===== src/rtl/alu_req_driver_pkg.sv =====
// Shared definitions for the ALU request driver: op codes, FSM states, op classification.
package alu_req_driver_pkg;

    typedef enum logic [2:0] {
        ALU_ADD = 3'b000,
        ALU_SUB = 3'b001,
        ALU_NOT = 3'b010,
        ALU_AND = 3'b011,
        ALU_OR  = 3'b100,
        ALU_XOR = 3'b101,
        ALU_LT  = 3'b110,
        ALU_EQ  = 3'b111
    } alu_op_e;

    typedef enum logic [1:0] {
        IDLE  = 2'd0,
        DRIVE = 2'd1,
        RESP  = 2'd2
    } state_e;

    // Only the adder paths produce meaningful carry/overflow.
    function automatic logic is_arith(input logic [2:0] op);
        return (op == ALU_ADD) || (op == ALU_SUB);
    endfunction

endpackage


===== src/rtl/alu_req_driver_if.sv =====
// Request/response channels between a command source (master) and the ALU driver (slave).
interface alu_req_driver_if;
    logic       req_valid;
    logic       req_ready;
    logic [3:0] req_a;
    logic [3:0] req_b;
    logic [2:0] req_op;
    logic       rsp_valid;
    logic       rsp_ready;
    logic [3:0] rsp_out;
    logic       rsp_cf;
    logic       rsp_of;
    logic       rsp_zf;

    modport master (
        output req_valid, req_a, req_b, req_op, rsp_ready,
        input  req_ready, rsp_valid, rsp_out, rsp_cf, rsp_of, rsp_zf
    );

    modport slave (
        input  req_valid, req_a, req_b, req_op, rsp_ready,
        output req_ready, rsp_valid, rsp_out, rsp_cf, rsp_of, rsp_zf
    );
endinterface


===== src/rtl/alu_req_driver.sv =====
// Drives a combinational 4-bit ALU slice from registers and returns the sampled result.
// Latency: response valid SETTLE cycles after the accept edge.
// Backpressure: one op in flight; ALU_REQ_OVERLAP_EN lets a new request enter on the retire edge.
module alu_req_driver
    import alu_req_driver_pkg::*;
#(
    parameter int unsigned SETTLE = 1,
    parameter int unsigned CNT_W  = 16
) (
    input  logic              clk,
    input  logic              rst,
    alu_req_driver_if.slave   io,
    output logic [3:0]        alu_a,
    output logic [3:0]        alu_b,
    output logic [2:0]        alu_sel,
    input  logic [3:0]        alu_out,
    input  logic              alu_cf,
    input  logic              alu_of,
    input  logic              alu_zf,
    output logic [CNT_W-1:0]  op_count
);

    localparam logic [3:0]       LAST    = 4'(SETTLE - 1);
    localparam logic [CNT_W-1:0] CNT_ONE = CNT_W'(1);

    state_e     state_q, state_d;
    logic [3:0] cnt_q;
    logic       req_rdy;
    logic       accept;
    logic       retire;
    logic       done;

    always_ff @(posedge clk or posedge rst) begin
        if (rst) begin
            state_q <= IDLE;
        end else begin
            state_q <= state_d;
        end
    end

    always_comb begin
        state_d = state_q;
        case (state_q)
            IDLE:    if (accept) state_d = DRIVE;
            DRIVE:   if (done)   state_d = RESP;
            RESP:    if (retire) state_d = accept ? DRIVE : IDLE;
            default: state_d = IDLE;
        endcase
    end

    always_comb begin
        req_rdy = 1'b0;
`ifdef ALU_REQ_OVERLAP_EN
        req_rdy = (state_q == IDLE) || ((state_q == RESP) && io.rsp_ready);
`else
        req_rdy = (state_q == IDLE);
`endif
        accept = io.req_valid && req_rdy;
        retire = (state_q == RESP) && io.rsp_ready;
        done   = (state_q == DRIVE) && (cnt_q == LAST);
    end

    assign io.req_ready = req_rdy;
    assign io.rsp_valid = (state_q == RESP);

    always_ff @(posedge clk or posedge rst) begin
        if (rst) begin
            alu_a     <= '0;
            alu_b     <= '0;
            alu_sel   <= 3'b000;
            cnt_q     <= '0;
            io.rsp_out <= '0;
            io.rsp_cf  <= 1'b0;
            io.rsp_of  <= 1'b0;
            io.rsp_zf  <= 1'b0;
            op_count  <= '0;
        end else begin
            if (accept) begin
                alu_a   <= io.req_a;
                alu_b   <= io.req_b;
                alu_sel <= io.req_op;
                cnt_q   <= '0;
            end else if (state_q == DRIVE) begin
                cnt_q <= cnt_q + 4'd1;
            end
            // Logic ops leave the slice's flag outputs undefined, so they are masked here.
            if (done) begin
                io.rsp_out <= alu_out;
                io.rsp_zf  <= alu_zf;
                io.rsp_cf  <= is_arith(alu_sel) && alu_cf;
                io.rsp_of  <= is_arith(alu_sel) && alu_of;
            end
            if (retire) begin
                op_count <= op_count + CNT_ONE;
            end
        end
    end

endmodule


===== src/flat_wrapper.sv =====
// flat-port wrapper written by rule: the top's interface ports become plain ports
module alu_req_driver_flat import alu_req_driver_pkg::*;
#(
    parameter int unsigned SETTLE = 1,
    parameter int unsigned CNT_W  = 16
)
  (clk, rst, alu_a, alu_b, alu_sel, alu_out, alu_cf, alu_of, alu_zf, op_count, io_req_valid, io_req_a, io_req_b, io_req_op, io_rsp_ready, io_req_ready, io_rsp_valid, io_rsp_out, io_rsp_cf, io_rsp_of, io_rsp_zf);
  alu_req_driver_if io_i ();
  input  logic clk;
  input  logic rst;
  output logic [3:0] alu_a;
  output logic [3:0] alu_b;
  output logic [2:0] alu_sel;
  input  logic [3:0] alu_out;
  input  logic alu_cf;
  input  logic alu_of;
  input  logic alu_zf;
  output logic [CNT_W-1:0] op_count;
  input wire logic [$bits(io_i.req_valid)-1:0] io_req_valid;
  input wire logic [$bits(io_i.req_a)-1:0] io_req_a;
  input wire logic [$bits(io_i.req_b)-1:0] io_req_b;
  input wire logic [$bits(io_i.req_op)-1:0] io_req_op;
  input wire logic [$bits(io_i.rsp_ready)-1:0] io_rsp_ready;
  output wire logic [$bits(io_i.req_ready)-1:0] io_req_ready;
  output wire logic [$bits(io_i.rsp_valid)-1:0] io_rsp_valid;
  output wire logic [$bits(io_i.rsp_out)-1:0] io_rsp_out;
  output wire logic [$bits(io_i.rsp_cf)-1:0] io_rsp_cf;
  output wire logic [$bits(io_i.rsp_of)-1:0] io_rsp_of;
  output wire logic [$bits(io_i.rsp_zf)-1:0] io_rsp_zf;
  assign io_i.req_valid = io_req_valid;
  assign io_i.req_a = io_req_a;
  assign io_i.req_b = io_req_b;
  assign io_i.req_op = io_req_op;
  assign io_i.rsp_ready = io_rsp_ready;
  assign io_req_ready = io_i.req_ready;
  assign io_rsp_valid = io_i.rsp_valid;
  assign io_rsp_out = io_i.rsp_out;
  assign io_rsp_cf = io_i.rsp_cf;
  assign io_rsp_of = io_i.rsp_of;
  assign io_rsp_zf = io_i.rsp_zf;
  alu_req_driver #(.SETTLE(SETTLE), .CNT_W(CNT_W)) u_core (.clk(clk), .rst(rst), .io(io_i), .alu_a(alu_a), .alu_b(alu_b), .alu_sel(alu_sel), .alu_out(alu_out), .alu_cf(alu_cf), .alu_of(alu_of), .alu_zf(alu_zf), .op_count(op_count));
endmodule

===== config.mk =====
export PLATFORM = sky130hd
export DESIGN_NAME = alu_req_driver_flat
export DESIGN_NICKNAME = d
export VERILOG_FILES = /design/src/rtl/alu_req_driver_pkg.sv /design/src/rtl/alu_req_driver_if.sv /design/src/rtl/alu_req_driver.sv /design/src/flat_wrapper.sv
export SDC_FILE = /design/constraint.sdc
export NUM_CORES = 1
export LEC_CHECK = 0
export ABC_CLOCK_PERIOD_IN_PS = 1590
export BUFFER_PORTS_ARGS = -buffer_cell sky130_fd_sc_hd__buf_2
export CAP_MARGIN = 20
export CORE_MARGIN = 2
export CORE_UTILIZATION = 49
export DETAILED_ROUTE_END_ITERATION = 10
export GPL_TIMING_DRIVEN = 0
export PLACE_DENSITY = 0.78
export SLEW_MARGIN = 20
export SYNTH_ARGS = -nofsm -noshare
export SYNTH_HDL_FRONTEND = slang
export SYNTH_SLANG_ARGS = --single-unit

===== constraint.sdc =====
create_clock -name clk -period 1.59 [get_ports clk]
set_input_delay 0.318 -clock clk [delete_from_list [all_inputs] [get_ports clk]]
set_output_delay 0.318 -clock clk [all_outputs]
set_load 0.01 [all_outputs]

== Yosys cells after proc, flatten, opt, wreduce, memory -nomap -nowiden ==
Index checks and enable logic that the tools add are counted.
Storage, ports and cells
  register bits after elaboration: 40
  input port bits: 22
  logic and storage cells: 36
Operators by class
  mux-type cells: 7
  equal/unequal tests: 6
  reduce and logical (&&, ||, !) cells: 11
  add/subtract/negate cells: 2
Operators by type and width (count)
  adder 16 x 1 -> 16 bit (second input constant): 1
  two-way mux 4 bit: 2
  two-way mux 2 bit: 3
  inequality test 2 x 1 -> 1 bit (second input constant): 3
  case mux 2 bit (3 select lines): 1
  logical AND 1 bit: 5
  adder 4 x 1 -> 4 bit (second input constant): 1
  logical NOT 4 bit: 1
  equality test 3 x 1 -> 1 bit (second input constant): 1
  logical NOT 3 bit: 1
  AND reduction 3 bit: 1
  equality test 2 x 1 -> 1 bit (second input constant): 1
  equality test 2 bit (second input constant): 1
  logical NOT 2 bit: 1
  nonzero test 2 bit: 1
  logical OR 1 bit: 1
  two-way mux 1 bit: 1

== Longest topological paths before layout ==
  word-level depth: 5
  depth in mapped cells: 6
  mapped depth without buffers: 6

== Least setup slack after synthesis ==
Ideal clock, no wire load.
  kind: reg-to-reg
  start point: register u_core.state_q[1]
  end point: register u_core.alu_a[0]
  stages on the path, launching flop included: 5
  data required time: 1465 ps
  path buffers: 1
  slack: 132 ps
  data arrival time: 1333 ps
  path through: dfrtp_1 -> nor2_1 -> and2_1 -> buf_2 -> mux2_2
Between the ends
  longest elaborated chain between the ends: 2
RTL lines
  start, declared: line alu_req_driver.sv:26  | state_e state_q, state_d;
  start signal, assigned: line alu_req_driver.sv:37  | state_q <= state_d;
  logical NOT 2 bit: line alu_req_driver.sv:56  | req_rdy = (state_q == IDLE);
  net io_req_ready: line flat_wrapper.sv:24  | output wire logic [$bits(io_i.req_ready)-1:0] io_req_ready;
  logical AND 1 bit: line alu_req_driver.sv:58  | accept = io.req_valid && req_rdy;
  end signal, assigned: line alu_req_driver.sv:79  | alu_a <= io.req_a;
  end, declared: line alu_req_driver.sv:13  | output logic [3:0] alu_a,
The timed path passes the listed nets, and every way through them passes these cells.
A chain may end at the register's enable or synchronous reset.

== Worst setup path in the final report ==
  start point: register u_core.state_q[0]
  end point: output io_rsp_valid
Between the ends
  longest elaborated chain between the ends: 1
RTL lines
  equality test 2 bit: line alu_req_driver.sv:64  | assign io.rsp_valid = (state_q == RESP);
  end, declared: line flat_wrapper.sv:25  | output wire logic [$bits(io_i.rsp_valid)-1:0] io_rsp_valid;
No other way between the ends.

==> impl_metrics.sql <==
INSERT INTO impl_metrics (metric_group, metric, value, unit) VALUES
('synth', 'synth_fp_nets', '158', ''),
('cts', 'cts.hold.buffers_added', '0', ''),
('grt', 'grt_start_max_net_pins', '41', ''),
('final_layout', 'n_antenna_cell', '0', ''),
('floorplan', 'die_height', '62.9', 'µm'),
('final_layout', 'layout.core_utilization', '64.1', '%'),
('cts', 'cts_buffers', '5', ''),
('final_layout', 'finalNetCount', '223', ''),
('timing', 'period_share', '95.1', '%'),
('timing', 'timing.slew.headroom', '46.1', '%'),
('timing', 'report.final.setup_viol', '0', ''),
('timing', 'timing.final.max_slew_violations', '0', ''),
('final_layout', 'stdcell_area', '2140', 'µm²'),
('setup_path', 'critPathLaunchType', 'register', ''),
('drt', 'detailroute.via_count', '1209', ''),
('placed_design', 'gp_congestion', '0.737', ''),
('synth', 'post_synth_num_cell_types', '26', ''),
('synth', 'synth_warnings', '0', ''),
('timing', 'fin_skew', '0.0104', 'ns'),
('cts', 'clock_tree.buffer_depth', '2', ''),
('setup_path', 'reg2reg_to', 'u_core.io.rsp_zf', ''),
('pwr', 'ir_worst_vdd', '1.07', 'mV'),
('floorplan', 'start_util', '51.0', '%'),
('floorplan', 'fp.coreArea', '3340', 'µm²'),
('grt', 'total_track_usage', '18.6', '%'),
('synth', 'synth_area', '1700', 'µm²'),
('timing', 'grt_setup_unrepaired', 'false', ''),
('final_layout', 'count_of_fill_cells_added_during_filler_insertion', '271', ''),
('final_layout', 'layout_common_cells', 'sky130_fd_sc_hd__buf_2, sky130_fd_sc_hd__dfrtp_1, sky130_fd_sc_hd__mux2_2', ''),
('placed_design', 'placed_cell_area', '2040', 'µm²'),
('grt', 'grt_pass1_vias', '1254', ''),
('grt', 'global_route.overflow_total', '0', ''),
('cts', 'clock_sink_count', '40', ''),
('floorplan', 'ioPinCount', '58', ''),
('outcome', 'run_status', 'completed', ''),
('timing', 'post_route_minimum_period', '1.51', 'ns'),
('drt', 'ant_nets', '0', ''),
('drt', 'routedWlPerCell', '13.4', 'µm'),
('synth', 'yosys_register_bits', '40', ''),
('final_layout', 'final_common_cell', 'sky130_fd_sc_hd__buf_2', ''),
('floorplan', 'core.rowCount', '21', ''),
('placed_design', 'hpwl_after_detailed_placement', '2490', 'µm'),
('floorplan', 'die_area', '3960', 'µm²'),
('final_layout', 'drive_gt1_share', '46.7', '%'),
('cts', 'tritoncts', 'yes', ''),
('drt', 'detail_route.iter0.violations', '48', ''),
('placed_design', 'number_of_cells_after_detailed_placement', '236', ''),
('grt', 'wire_length_of_the_first_global_routing_pass', '5640', 'µm'),
('final_layout', 'area_delta_synth_final', '25.7', '%'),
('placed_design', 'io_buffer_count', '57', ''),
('worst_hold_path', 'hold_path_class', 'input pin to async pin', ''),
('synth', 'syn-instance-count', '133', ''),
('pwr', 'power_density', '1610', 'nW/µm²'),
('timing', 'timing.hold.ws', '0.114', 'ns'),
('setup_path', 'critical_path.reg2reg.startpoint', 'u_core.cnt_q[0]', ''),
('timing', 'final_hold_viol_count', '0', ''),
('drt', 'dr.pass1.iters', '4', ''),
('setup_path', 'setup.worst_path.class', 'register to output port', ''),
('setup_path', 'critical_path_sink_type', 'output port', ''),
('drt', 'vias_per_cell', '4.93', ''),
('setup_path', 'reg2reg_slack', '0.10', 'ns'),
('synth', 'avgSynthCellArea', '12.8', 'µm²'),
('final_layout', 'multiInputGateArea', '686', 'µm²'),
('timing', 'timing.fmax', '0.661', 'GHz'),
('flow_run', 'cap_violations', '0', ''),
('pwr', 'leakagePower', '1.12', 'nW'),
('setup_path', 'cp.arrival', '1.19', 'ns'),
('floorplan', 'chipWidth', '62.9', 'µm'),
('cts', 'htree_num_levels', '2', ''),
('drt', 'finalWirelength', '3290', 'µm'),
('final_layout', 'stdcell_count', '245', ''),
('timing', 'worst-slew-pin-transition', '0.807', 'ns'),
('grt', 'antenna_found_initial', '0', ''),
('pwr', 'total_power', '0.00345', 'W'),
('cts', 'path_clk_slew', '0.11', 'ns'),
('final_layout', 'ff_latch_area', '1000', 'µm²'),
('setup_path', 'critical_path.max_fanout', '8', ''),
('drt', 'drc', '0', ''),
('synth', 'synth.yosys.seq_area_share', '58.8', '%'),
('cts', 'ctsRootBufferMaster', 'sky130_fd_sc_hd__clkbuf_4', ''),
('setup_path', 'required_time_reported_for_the_critical_path_endpoint', '1.27', 'ns'),
('setup_path', 'worstRegToRegCells', '5', ''),
('cts', 'clock_insertion_delay_worst_skew', '0.34', 'ns');
[worst max-delay path, cell delays in order, from the launching register on]
cell and delay [ns]:
sky130_fd_sc_hd__dfrtp_2 0.46, sky130_fd_sc_hd__and2b_2 0.26, sky130_fd_sc_hd__buf_2 0.13
[area by class of cell]
type	count	area share (%)
flip-flops and latches	40	46.9
well taps	46	2.69
clock inverters	2	1.64
inverters	5	0.877
repair buffers	58	13.7
multi-input cells	87	32.0
clock buffers	6	1.93
plain buffers	1	0.234
[through the flow]
stage | TNS, ns | setup WS, ns
floorplan | 0 | 0.132
global route | 0 | 0.000838
CTS | 0 | 0.0149
finish | 0 | 0.0778
global placement | -2.26 | -0.0584
detailed placement | -0.403 | -0.0918
[per-layer routing]
metal	GRT usage (%)	part of all wire (%)
met2	32.3	51
met1	20.9	42
met3	6.67	5.0
met5	0	0
met4	6.94	1.8
[timing repair]
item,in CTS,in global routing
setup buffers,1,0
setup endpoints to repair,5,2
pin swaps,1,0
gates resized for setup,2,3
[power by group]
group / switching [W] / leakage [nW] / internal (W) / total (W)
logic: 0.000578 / 0.575 / 0.000632 / 0.00121
clock network: 0.000308 / 0.0422 / 0.000330 / 0.000638
registers: 0.000245 / 0.502 / 0.00135 / 0.00160
[state kept, by name (all words and copies together) (netlist names)]
signal / flops
u_core.cnt_q: 4
u_core.alu_b: 4
u_core.io.rsp_cf: 1
u_core.io.rsp_zf: 1
u_core.alu_a: 4
u_core.op_count: 16
u_core.io.rsp_out: 4
u_core.io.rsp_of: 1
u_core.alu_sel: 3
u_core.state_q: 2
[synthesized netlist by cell type]
cell type,n,area [µm²]
sky130_fd_sc_hd__nand3_1,5,25.0
sky130_fd_sc_hd__nand2_1,11,41.3
sky130_fd_sc_hd__a21oi_1,1,5.00
sky130_fd_sc_hd__and2b_1,2,15.0
sky130_fd_sc_hd__a22o_1,3,26.3
sky130_fd_sc_hd__and4b_2,1,11.3
sky130_fd_sc_hd__xor2_1,4,35.0
sky130_fd_sc_hd__a21o_1,1,7.51
sky130_fd_sc_hd__xnor2_1,11,96.3
sky130_fd_sc_hd__ha_1,3,37.5
sky130_fd_sc_hd__inv_1,5,18.8
sky130_fd_sc_hd__and3_1,2,12.5
sky130_fd_sc_hd__nor3_1,1,5.00
sky130_fd_sc_hd__nor3b_1,1,7.51
sky130_fd_sc_hd__nor2_1,10,37.5
sky130_fd_sc_hd__nand2b_1,1,6.26
sky130_fd_sc_hd__nor4_4,1,21.3
sky130_fd_sc_hd__o21bai_1,1,7.51
sky130_fd_sc_hd__nand4_4,1,21.3
sky130_fd_sc_hd__o21ai_0,3,15.0
sky130_fd_sc_hd__and2_1,3,18.8
sky130_fd_sc_hd__dfrtp_1,40,1000
sky130_fd_sc_hd__and4_1,1,8.76
sky130_fd_sc_hd__buf_2,1,5.00
sky130_fd_sc_hd__mux2_2,18,203
sky130_fd_sc_hd__nand4_1,2,12.5
[cells by family after synthesis]
family / Yosys count / share of synthesized area, %
muxes: 18 / 11.9
xor gates and xnor gates: 15 / 7.72
AOI/OAI and AO/OA: 9 / 3.60
DFF: 40 / 58.8
adders and majority gates: 3 / 2.21
buffers and inverters: 6 / 1.40
and+or+nand+nor: 42 / 14.3
[worst max-delay path by stage]
stage | startpoint | to | cells past startpoint
after floorplan | u_core.state_q[1] | u_core.alu_a[0] | 4
after global placement | rst | u_core.io.rsp_out[3] | 2
after detailed placement | u_core.cnt_q[0] | u_core.io.rsp_zf | 5
after CTS | u_core.state_q[0] | io_rsp_valid | 2
after global routing | u_core.state_q[0] | io_rsp_valid | 2
final | u_core.state_q[0] | io_rsp_valid | 2
Note: power is estimated with default switching activity, not from simulation.
